<file path="config.mk">
export PLATFORM = sky130hd
export DESIGN_NAME = axi_tile_skew_loader
export DESIGN_NICKNAME = d
export VERILOG_FILES = /design/src/rtl/axi_tile_skew_loader.sv
export SDC_FILE = /design/constraint.sdc
export NUM_CORES = 1
export LEC_CHECK = 0
export ABC_AREA = 0
export CAP_MARGIN = 10
export CORE_ASPECT_RATIO = 0.6
export CORE_MARGIN = 5
export CORE_UTILIZATION = 30
export DETAILED_ROUTE_END_ITERATION = 8
export HOLD_SLACK_MARGIN = 0.12
export PLACE_DENSITY_LB_ADDON = 0.1
export SLEW_MARGIN = 10
export SYNTH_ARGS = -nofsm -noshare
export SYNTH_HDL_FRONTEND = slang
export SYNTH_SLANG_ARGS = --single-unit
</file>
<file path="constraint.sdc">
create_clock -name clk -period 7.1 [get_ports clk]
set_input_delay 1.42 -clock clk [delete_from_list [all_inputs] [get_ports clk]]
set_output_delay 1.42 -clock clk [all_outputs]
set_load 0.02 [all_outputs]
</file>
<file path="src/rtl/axi_tile_skew_loader.sv">
// AXI4 read master that fetches a rows x cols tile (one INCR burst per row) and
// places it into a tile buffer in plain, transposed and/or bubble-free skewed layout.
module axi_tile_skew_loader #(
  parameter int DATA_W   = 32,
  parameter int ADDR_W   = 32,
  parameter int MAX_ROWS = 32,
  parameter int MAX_COLS = 32,
  parameter int BUF_AW   = 12
) (
  input  logic              clk,
  input  logic              rstn,
  input  logic              start,
  input  logic [ADDR_W-1:0] cfg_base,
  input  logic [ADDR_W-1:0] cfg_stride,
  input  logic [8:0]        cfg_rows,
  input  logic [8:0]        cfg_cols,
  input  logic              cfg_skew,
  input  logic              cfg_transpose,
  output logic              busy,
  output logic              done,
  output logic              err,
  output logic [ADDR_W-1:0] axi_araddr,
  output logic [7:0]        axi_arlen,
  output logic [2:0]        axi_arsize,
  output logic [1:0]        axi_arburst,
  output logic              axi_arvalid,
  input  logic              axi_arready,
  input  logic [DATA_W-1:0] axi_rdata,
  input  logic [1:0]        axi_rresp,
  input  logic              axi_rlast,
  input  logic              axi_rvalid,
  output logic              axi_rready,
  output logic              buf_we,
  output logic [BUF_AW-1:0] buf_addr,
  output logic [DATA_W-1:0] buf_wdata
);

  localparam logic [2:0] ST_IDLE   = 3'd0;
  localparam logic [2:0] ST_CLEAR  = 3'd1;
  localparam logic [2:0] ST_ADDR   = 3'd2;
  localparam logic [2:0] ST_DATA   = 3'd3;
  localparam logic [2:0] ST_FINISH = 3'd4;

  localparam logic [2:0] AR_SIZE = 3'($clog2(DATA_W / 8));
  localparam logic [8:0] MAX_R   = 9'(MAX_ROWS);
  localparam logic [8:0] MAX_C   = 9'(MAX_COLS);

  logic [2:0]        state;
  logic [8:0]        rows, cols, row, beat;
  logic [ADDR_W-1:0] stride;
  logic              skew, transpose, drain;

  logic [8:0]        rows_in, cols_in;
  logic              cfg_bad;
  logic [BUF_AW-1:0] span, clear_last, place_addr;
  logic              last_col, last_row, r_beat;

  // Buffer address of element (r,c); arithmetic wraps at 2^BUF_AW by construction.
  function automatic logic [BUF_AW-1:0] place(input logic [8:0] r, input logic [8:0] c,
                                              input logic [8:0] nr, input logic [8:0] nc,
                                              input logic [BUF_AW-1:0] p,
                                              input logic sk, input logic tr);
    logic [BUF_AW-1:0] major, minor, pitch;
    major = tr ? BUF_AW'(c) : BUF_AW'(r);
    minor = tr ? BUF_AW'(r) : BUF_AW'(c);
    pitch = sk ? p : (tr ? BUF_AW'(nr) : BUF_AW'(nc));
    return major * pitch + minor + (sk ? major : '0);
  endfunction

  always_comb begin
    rows_in = cfg_rows;
    cols_in = cfg_cols;
    cfg_bad = 1'b0;
    if (cfg_rows == 9'd0) begin
      rows_in = 9'd1;
      cfg_bad = 1'b1;
    end else if (cfg_rows > MAX_R) begin
      rows_in = MAX_R;
      cfg_bad = 1'b1;
    end
    if (cfg_cols == 9'd0) begin
      cols_in = 9'd1;
      cfg_bad = 1'b1;
    end else if (cfg_cols > MAX_C) begin
      cols_in = MAX_C;
      cfg_bad = 1'b1;
    end
  end

  assign span       = BUF_AW'(rows) + BUF_AW'(cols) - 1'b1;
  assign clear_last = (transpose ? BUF_AW'(cols) : BUF_AW'(rows)) * span - 1'b1;
  assign place_addr = place(row, beat, rows, cols, span, skew, transpose);
  assign last_col   = (beat == cols - 9'd1);
  assign last_row   = (row == rows - 9'd1);
  assign r_beat     = axi_rvalid & axi_rready;

  assign axi_arsize  = axi_arvalid ? AR_SIZE : 3'd0;
  assign axi_arburst = axi_arvalid ? 2'b01 : 2'b00;

  always_ff @(posedge clk or negedge rstn) begin
    if (!rstn) begin
      state       <= ST_IDLE;
      busy        <= 1'b0;
      done        <= 1'b0;
      err         <= 1'b0;
      axi_araddr  <= '0;
      axi_arlen   <= '0;
      axi_arvalid <= 1'b0;
      axi_rready  <= 1'b0;
      buf_we      <= 1'b0;
      buf_addr    <= '0;
      buf_wdata   <= '0;
      rows        <= '0;
      cols        <= '0;
      row         <= '0;
      beat        <= '0;
      stride      <= '0;
      skew        <= 1'b0;
      transpose   <= 1'b0;
      drain       <= 1'b0;
    end else begin
      done   <= 1'b0;
      buf_we <= 1'b0;
      case (state)
        ST_IDLE: if (start) begin
          rows       <= rows_in;
          cols       <= cols_in;
          stride     <= cfg_stride;
          skew       <= cfg_skew;
          transpose  <= cfg_transpose;
          err        <= cfg_bad;
          busy       <= 1'b1;
          axi_araddr <= cfg_base;
          axi_arlen  <= 8'(cols_in - 9'd1);
          row        <= '0;
          beat       <= '0;
          drain      <= 1'b0;
          buf_addr   <= '0;
          buf_wdata  <= '0;
          if (cfg_skew) begin
            buf_we <= 1'b1;
            state  <= ST_CLEAR;
          end else begin
            axi_arvalid <= 1'b1;
            state       <= ST_ADDR;
          end
        end
        // Zero-fill so every bubble slot of the skewed layout reads 0.
        ST_CLEAR: if (buf_addr == clear_last) begin
          axi_arvalid <= 1'b1;
          state       <= ST_ADDR;
        end else begin
          buf_we   <= 1'b1;
          buf_addr <= buf_addr + 1'b1;
        end
        ST_ADDR: if (axi_arready) begin
          axi_arvalid <= 1'b0;
          axi_rready  <= 1'b1;
          state       <= ST_DATA;
        end
        ST_DATA: if (r_beat) begin
          if (axi_rresp != 2'b00) err <= 1'b1;
          // Past the cols-th beat the row is complete; drain until the slave sends rlast.
          if (!drain) begin
            buf_we    <= 1'b1;
            buf_addr  <= place_addr;
            buf_wdata <= axi_rdata;
            beat      <= beat + 9'd1;
            if (axi_rlast != last_col) err <= 1'b1;
            if (last_col && !axi_rlast) drain <= 1'b1;
          end
          if (axi_rlast) begin
            beat       <= '0;
            drain      <= 1'b0;
            axi_rready <= 1'b0;
            if (last_row) begin
              state <= ST_FINISH;
            end else begin
              row         <= row + 9'd1;
              axi_araddr  <= axi_araddr + stride;
              axi_arvalid <= 1'b1;
              state       <= ST_ADDR;
            end
          end
        end
        ST_FINISH: begin
          done  <= 1'b1;
          busy  <= 1'b0;
          state <= ST_IDLE;
        end
        default: state <= ST_IDLE;
      endcase
    end
  end

endmodule

</file>
# ---- Yosys cells after proc, flatten, opt, wreduce, memory -nomap -nowiden
# Cells that the tools add are included.
dict set report op_classes {
  bitwise_logic 1
  multipliers 2
  n_reduce_logical 21
  eq_ne 18
  magnitude_cmp 2
  n_mux 80
  n_addsub 12
}
# operator count
set op_table {}
lappend op_table {{$mux 32} 7}
lappend op_table {{$mux 9} 16}
lappend op_table {{$pmux 32 s2} 2}
lappend op_table {{$mux 12} 5}
lappend op_table {{$pmux 12 s3} 1}
lappend op_table {{$pmux 9 s2} 2}
lappend op_table {{$add 32x32->32} 1}
lappend op_table {{$mux 1} 32}
lappend op_table {{$add 12x9->12} 2}
lappend op_table {{$mul 9x12->12} 2}
lappend op_table {{$add 9x1->9 const B} 2}
lappend op_table {{$eq 9x9->1} 2}
lappend op_table {{$gt 9x6->1 const B} 2}
lappend op_table {{$logic_not 9->1} 2}
lappend op_table {{$mux 3} 6}
lappend op_table {{$ne 2x2->1 const B} 9}
lappend op_table {{$sub 9x1->9 const B} 2}
lappend op_table {{$reduce_and 5->1} 3}
lappend op_table {{$add 12x1->12 const B} 1}
lappend op_table {{$eq 12x12->1} 1}
lappend op_table {{$pmux 3 s4} 1}
lappend op_table {{$reduce_and 4->1} 3}
lappend op_table {{$sub 12x1->12 const B} 1}
lappend op_table {{$sub 10x1->11 const B} 1}
lappend op_table {{other kinds (21)} 30}
dict set report word_totals {
  word_cells 155
  in_bits 124
  ff_bits 164
  out_inout_bits 95
}

# ---- Longest topological paths before layout
dict set report logic_depth {
  ltp_word 9
  ltp_mapped 31
  depth_no_buf 30
}

# ---- Least setup slack after synthesis
# Ideal clock, no wire load.
dict set report synth_timing {
  kind {flip-flop to flip-flop}
  from {reg rows[0]}
  to {reg buf_addr[10]}
  path_slack_ps -308
  setup_ps 126
  t_arrival_ps 7282
  required_time_ps 6974
  path_stages_with_launch 28
  n_path_buf 1
  synth_period_minus_slack_ps 7408
  cell_sequence {dfrtp_1 -> clkbuf_1 -> inv_1 -> ha_1 -> inv_1 -> ha_1 -> fa_1 -> a211oi_2 -> o21bai_1 -> a21oi_1 -> xnor2_1 -> nand2_1 -> fa_1 -> fa_1 -> fa_1 -> fa_1 -> inv_1 -> fa_1 -> xnor3_1 -> xnor3_1 -> xnor3_1 -> xnor3_1 -> xnor2_1 -> xnor3_1 -> nand2b_4 -> o21ai_1 -> nand3_1 -> a221o_1}
}
dict set report synth_via {
  elab_chain_cells 9
  word_cells_on_any_way 16
  cone_classes {5 x add/sub; 2 x mul; 2 x eq/ne; 6 x mux; 1 x reduce/logical}
}
# item line
set synth_rtl {}
lappend synth_rtl {{start: declaration} 49} ;# logic [8:0] rows, cols, row, beat;
lappend synth_rtl {{start signal: assignment} 126} ;# rows <= rows_in;
lappend synth_rtl {{$add 9x9->10} 90} ;# assign span = BUF_AW'(rows) + BUF_AW'(cols) - 1'b1;
lappend synth_rtl {{$sub 10x1->11} 90}
lappend synth_rtl {{$mux 12} 66} ;# pitch = sk ? p : (tr ? BUF_AW'(nr) : BUF_AW'(nc));
lappend synth_rtl {{$mul 9x12->12} 67} ;# return major * pitch + minor + (sk ? major : '0);
lappend synth_rtl {{$add 12x9->12 (2 in a row)} 67}
lappend synth_rtl {{$mux 12} 164} ;# if (!drain) begin
lappend synth_rtl {{$mux 12} 161} ;# ST_DATA: if (r_beat) begin
lappend synth_rtl {{$pmux 12 s3} 124} ;# case (state)
lappend synth_rtl {{end signal: assignment} 154} ;# buf_addr <= buf_addr + 1'b1;
lappend synth_rtl {{end signal: assignment} 166} ;# buf_addr <= place_addr;
lappend synth_rtl {{end: declaration} 34} ;# output logic [BUF_AW-1:0] buf_addr,
# Several ways; a longest one is shown, not always the timed one. The select of a mux whose other input is x is not followed.
# A chain may end at the register's enable or synchronous reset.

# ---- Worst setup path after layout
dict set report layout_timing {
  from {reg cols[1]}
  to {reg buf_addr[8]}
}
dict set report layout_via {
  elab_chain_cells 9
  word_cells_on_any_way 16
  cone_classes {5 x add/sub; 2 x mul; 2 x eq/ne; 6 x mux; 1 x reduce/logical}
}
# item line
set layout_rtl {}
lappend layout_rtl {{start: declaration} 49}
lappend layout_rtl {{start signal: assignment} 127} ;# cols <= cols_in;
lappend layout_rtl {{$add 9x9->10} 90}
lappend layout_rtl {{$sub 10x1->11} 90}
lappend layout_rtl {{$mux 12} 66}
lappend layout_rtl {{$mul 9x12->12} 67}
lappend layout_rtl {{$add 12x9->12 (2 in a row)} 67}
lappend layout_rtl {{$mux 12} 164}
lappend layout_rtl {{$mux 12} 161}
lappend layout_rtl {{$pmux 12 s3} 124}
# Several ways; a longest one is shown, not always the timed one. The select of a mux whose other input is x is not followed.

==> out/metrics.yaml <==
outcome:
  outcome: "finished with violations"
  violations: "setup timing"
setup_path:
  required_ps: 7440
  r2r-end: "buf_addr[8]"
  critical_path_arrival_ps: 7520
  cp_max_fo: 8
  crit_slowest_cell: "fa_2"
  critPathCaptureType: "register"
  worst_setup_path_start_kind: "register"
  path_class: "reg2reg"
  r2r_slack_ps: -80
  r2r.worst_path.cells: 29
  r2r-start: "cols[1]"
  slowest_delay_ps: 570
synth:
  async_flop_share: 1.00
  synth_edf_count: 0
  synth.yosys.seq_area_share: 0.268
  synthFlopType: "dfrtp_1"
  synth_area_um2: 15300
  yosys_warnings: 0
  syn_avg_cell_area_um2: 8.42
  yosys-top-cells-area: "dfrtp_1, fa_1, ha_1"
  synth_top_area_share: 0.268
  syn_inst: 1819
  ys_types: 84
  synth_top_area_cell: "dfrtp_1"
  ys_seq_elements: 164
floorplan:
  rows: 64
  start_util: 0.302
  core_area_um2: 50800
  io_pins: 219
  die_y_um: 185
  die_width_um: 302
  die_area_um2: 55800
cts:
  numCtsBuffers: 17
  cts_buffer_depth: 2
  clk_pin_slew_ps: 60
  clock-sinks: 164
  cts_tree: "built"
  insertion_delay_ps: 460
  cts_root_buffer: "clkbuf_16"
  h-tree-depth: 4
routing:
  drt_iter0_drc: 1087
  drc: 0
  drt_first_pass_iters: 5
  ant_nets: 0
  wl_per_cell_um: 19.3
  wl_met2_um: 20500
  via_per_inst: 4.85
  vias: 13700
  wirelength_um: 54400
  wl_met1_um: 30600
  met3_length_um: 2910
  routed.top_layer: "met4"
timing:
  rsz0062_at_grt: "yes"
  setup_viol: 7
  min_period_ps: 7180
  maxSlewHeadroom: 0.162
  setup_ws_ps: -82.8
  fin_tns_setup_ps: -275
  whs_ps: 466
  fin_crit_sh: 1.01
  final_max_slew_viol_count: 0
  hold_viol: 0
  fmax_mhz: 139
  worst_pin_slew_ps: 1240
  fin_skew_ps: 7.27
grt:
  overflow: 0
  grt_antenna_before_repair: 4
  grt_pass1_vias: 13300
  grtUsageTotal: 0.193
  grt_max_degree: 107
  grt_pass1_wl_um: 82400
placement:
  place_inst: 2763
  dpl.hpwl_um: 43300
  post-place-ws_ps: -395
  port_buffers: 215
  gp_congestion: 0.874
worst_hold_path:
  hold_path.startpoint: "buf_wdata[26]"
  min_path_type: "reg2reg"
  hold_depth: 2
  worstHoldEndpoint: "buf_wdata[26]"
finish:
  layout.nets: 2442
  layout-drive-gt1-share: 0.129
  syn_to_final_growth_pct: 31.0
  final_cells: 2818
run:
  maxCapViolations: 0
-- synthesized netlist by cell type, drive strengths merged (8+ instances only) --
master and instances:
nand3 61, or3 13, or2 8, o21bai 8
a21oi 82, buf 25, nor2b 17, nor2 111
a21o 28, nand4 10, mux2 17, nor4 15
nor3 28, mux2i 25, xnor2 75, fa 99
nand2b 19, a211oi 13, ha 109, xor2 28
o21a 17, clkbuf 59, and2 26, nor3b 9
dfrtp 164, o21ai 99, inv 180, xnor3 8
and3 21, nand2 352
-- state kept, by name (all words and copies together) (netlist names), 3 cells and up --
name        cells
axi_araddr     32
buf_wdata      32
stride         32
buf_addr       12
beat            9
cols            9
row             9
rows            9
axi_arlen       8
state           3
-- through the flow --
| step | area [um2] | util |
|---|---|---|
| finish | 20100 | 0.395 |
| global route | 20100 | 0.395 |
| CTS | 19800 | 0.390 |
| detailed placement | 18900 | 0.373 |
| global placement | 18900 | 0.373 |
| floorplan | 15300 | - |
-- routing by layer --
metal,global-route usage,up-vias
li1,-,6633
met3,0.0312,25
met1,0.330,6689
met5,0,-
met4,0.0283,0
met2,0.248,326
-- layout by cell type, fill, tap and decap left out, types with 9 or more instances in the layout --
cell type,synthesis,routed
buf_4,7,135
clkbuf_16,0,17
a21oi_1,82,74
nor2b_1,17,17
nand4_1,10,10
mux2i_1,24,23
inv_2,1,9
o21ai_1,12,12
and3_1,21,19
clkdlybuf4s50_1,0,214
o21a_1,17,17
nand2_1,352,350
or3_1,13,11
mux2_2,16,16
inv_1,179,171
nor4_1,14,13
xor2_1,28,26
nor3_1,28,28
o21ai_0,86,85
nor2_1,110,106
dfrtp_1,164,163
fa_1,99,96
and2_1,25,25
a211oi_1,12,11
ha_1,109,101
a21o_1,28,28
nand3_1,61,61
xnor2_1,74,68
nand2b_1,18,18
-- cell families (layout without fill, tap and decap cells) --
group / after synthesis / count (layout) / share of synthesized area
adders and majority gates: 209 / 209 / 0.219
buffers and inverters: 264 / 566 / 0.0671
muxes: 42 / 42 / 0.0299
xor gates and xnor gates: 112 / 112 / 0.0728
other: 1 / 5 / 0.000245
and+or+nand+nor: 704 / 704 / 0.209
AOI/OAI and AO/OA: 323 / 323 / 0.134
DFF: 164 / 164 / 0.268
-- worst max-delay path: cells and delay by family (launching register included) --
kind,cells,cell delay [ps]
AOI/OAI and AO/OA,6,1190
xor gates and xnor gates,1,140
adders and majority gates,9,3520
buffers and inverters,7,730
DFF,1,360
and+or+nand+nor,6,1140
-- worst max path at each step --
stage	startpoint	endpoint	slack [ps]	cells past startpoint
final	cols[1]	buf_addr[8]	-80	29
after global routing	rows[1]	buf_addr[2]	-260	33
after CTS	rows[1]	buf_addr[11]	8	31
after detailed placement	rows[1]	buf_addr[2]	-390	27
after global placement	rows[1]	buf_addr[2]	-300	27
after floorplan	cols[0]	buf_addr[10]	30	27
-- layout make-up --
type,count,area (um2)
Antenna cell,2,5.00
Inverter,180,676
Sequential cell,164,4110
Clock inverter,11,150
Multi-Input combinational cell,1393,10600
Tap cell,693,867
Fill cell,5194,30700
Timing Repair Buffer,354,3230
Clock buffer,21,470
-- repair_timing --
item	4_1_cts	5_1_grt
hold buffers	0	0
pin swaps	30	49
setup buffers	8	13
setup endpoints to repair	17	17
resized for setup	31	36
Power is left out: the tool's default activity adds up to more than one toggle a clock period on the data nets, which glitch-free logic cannot reach.
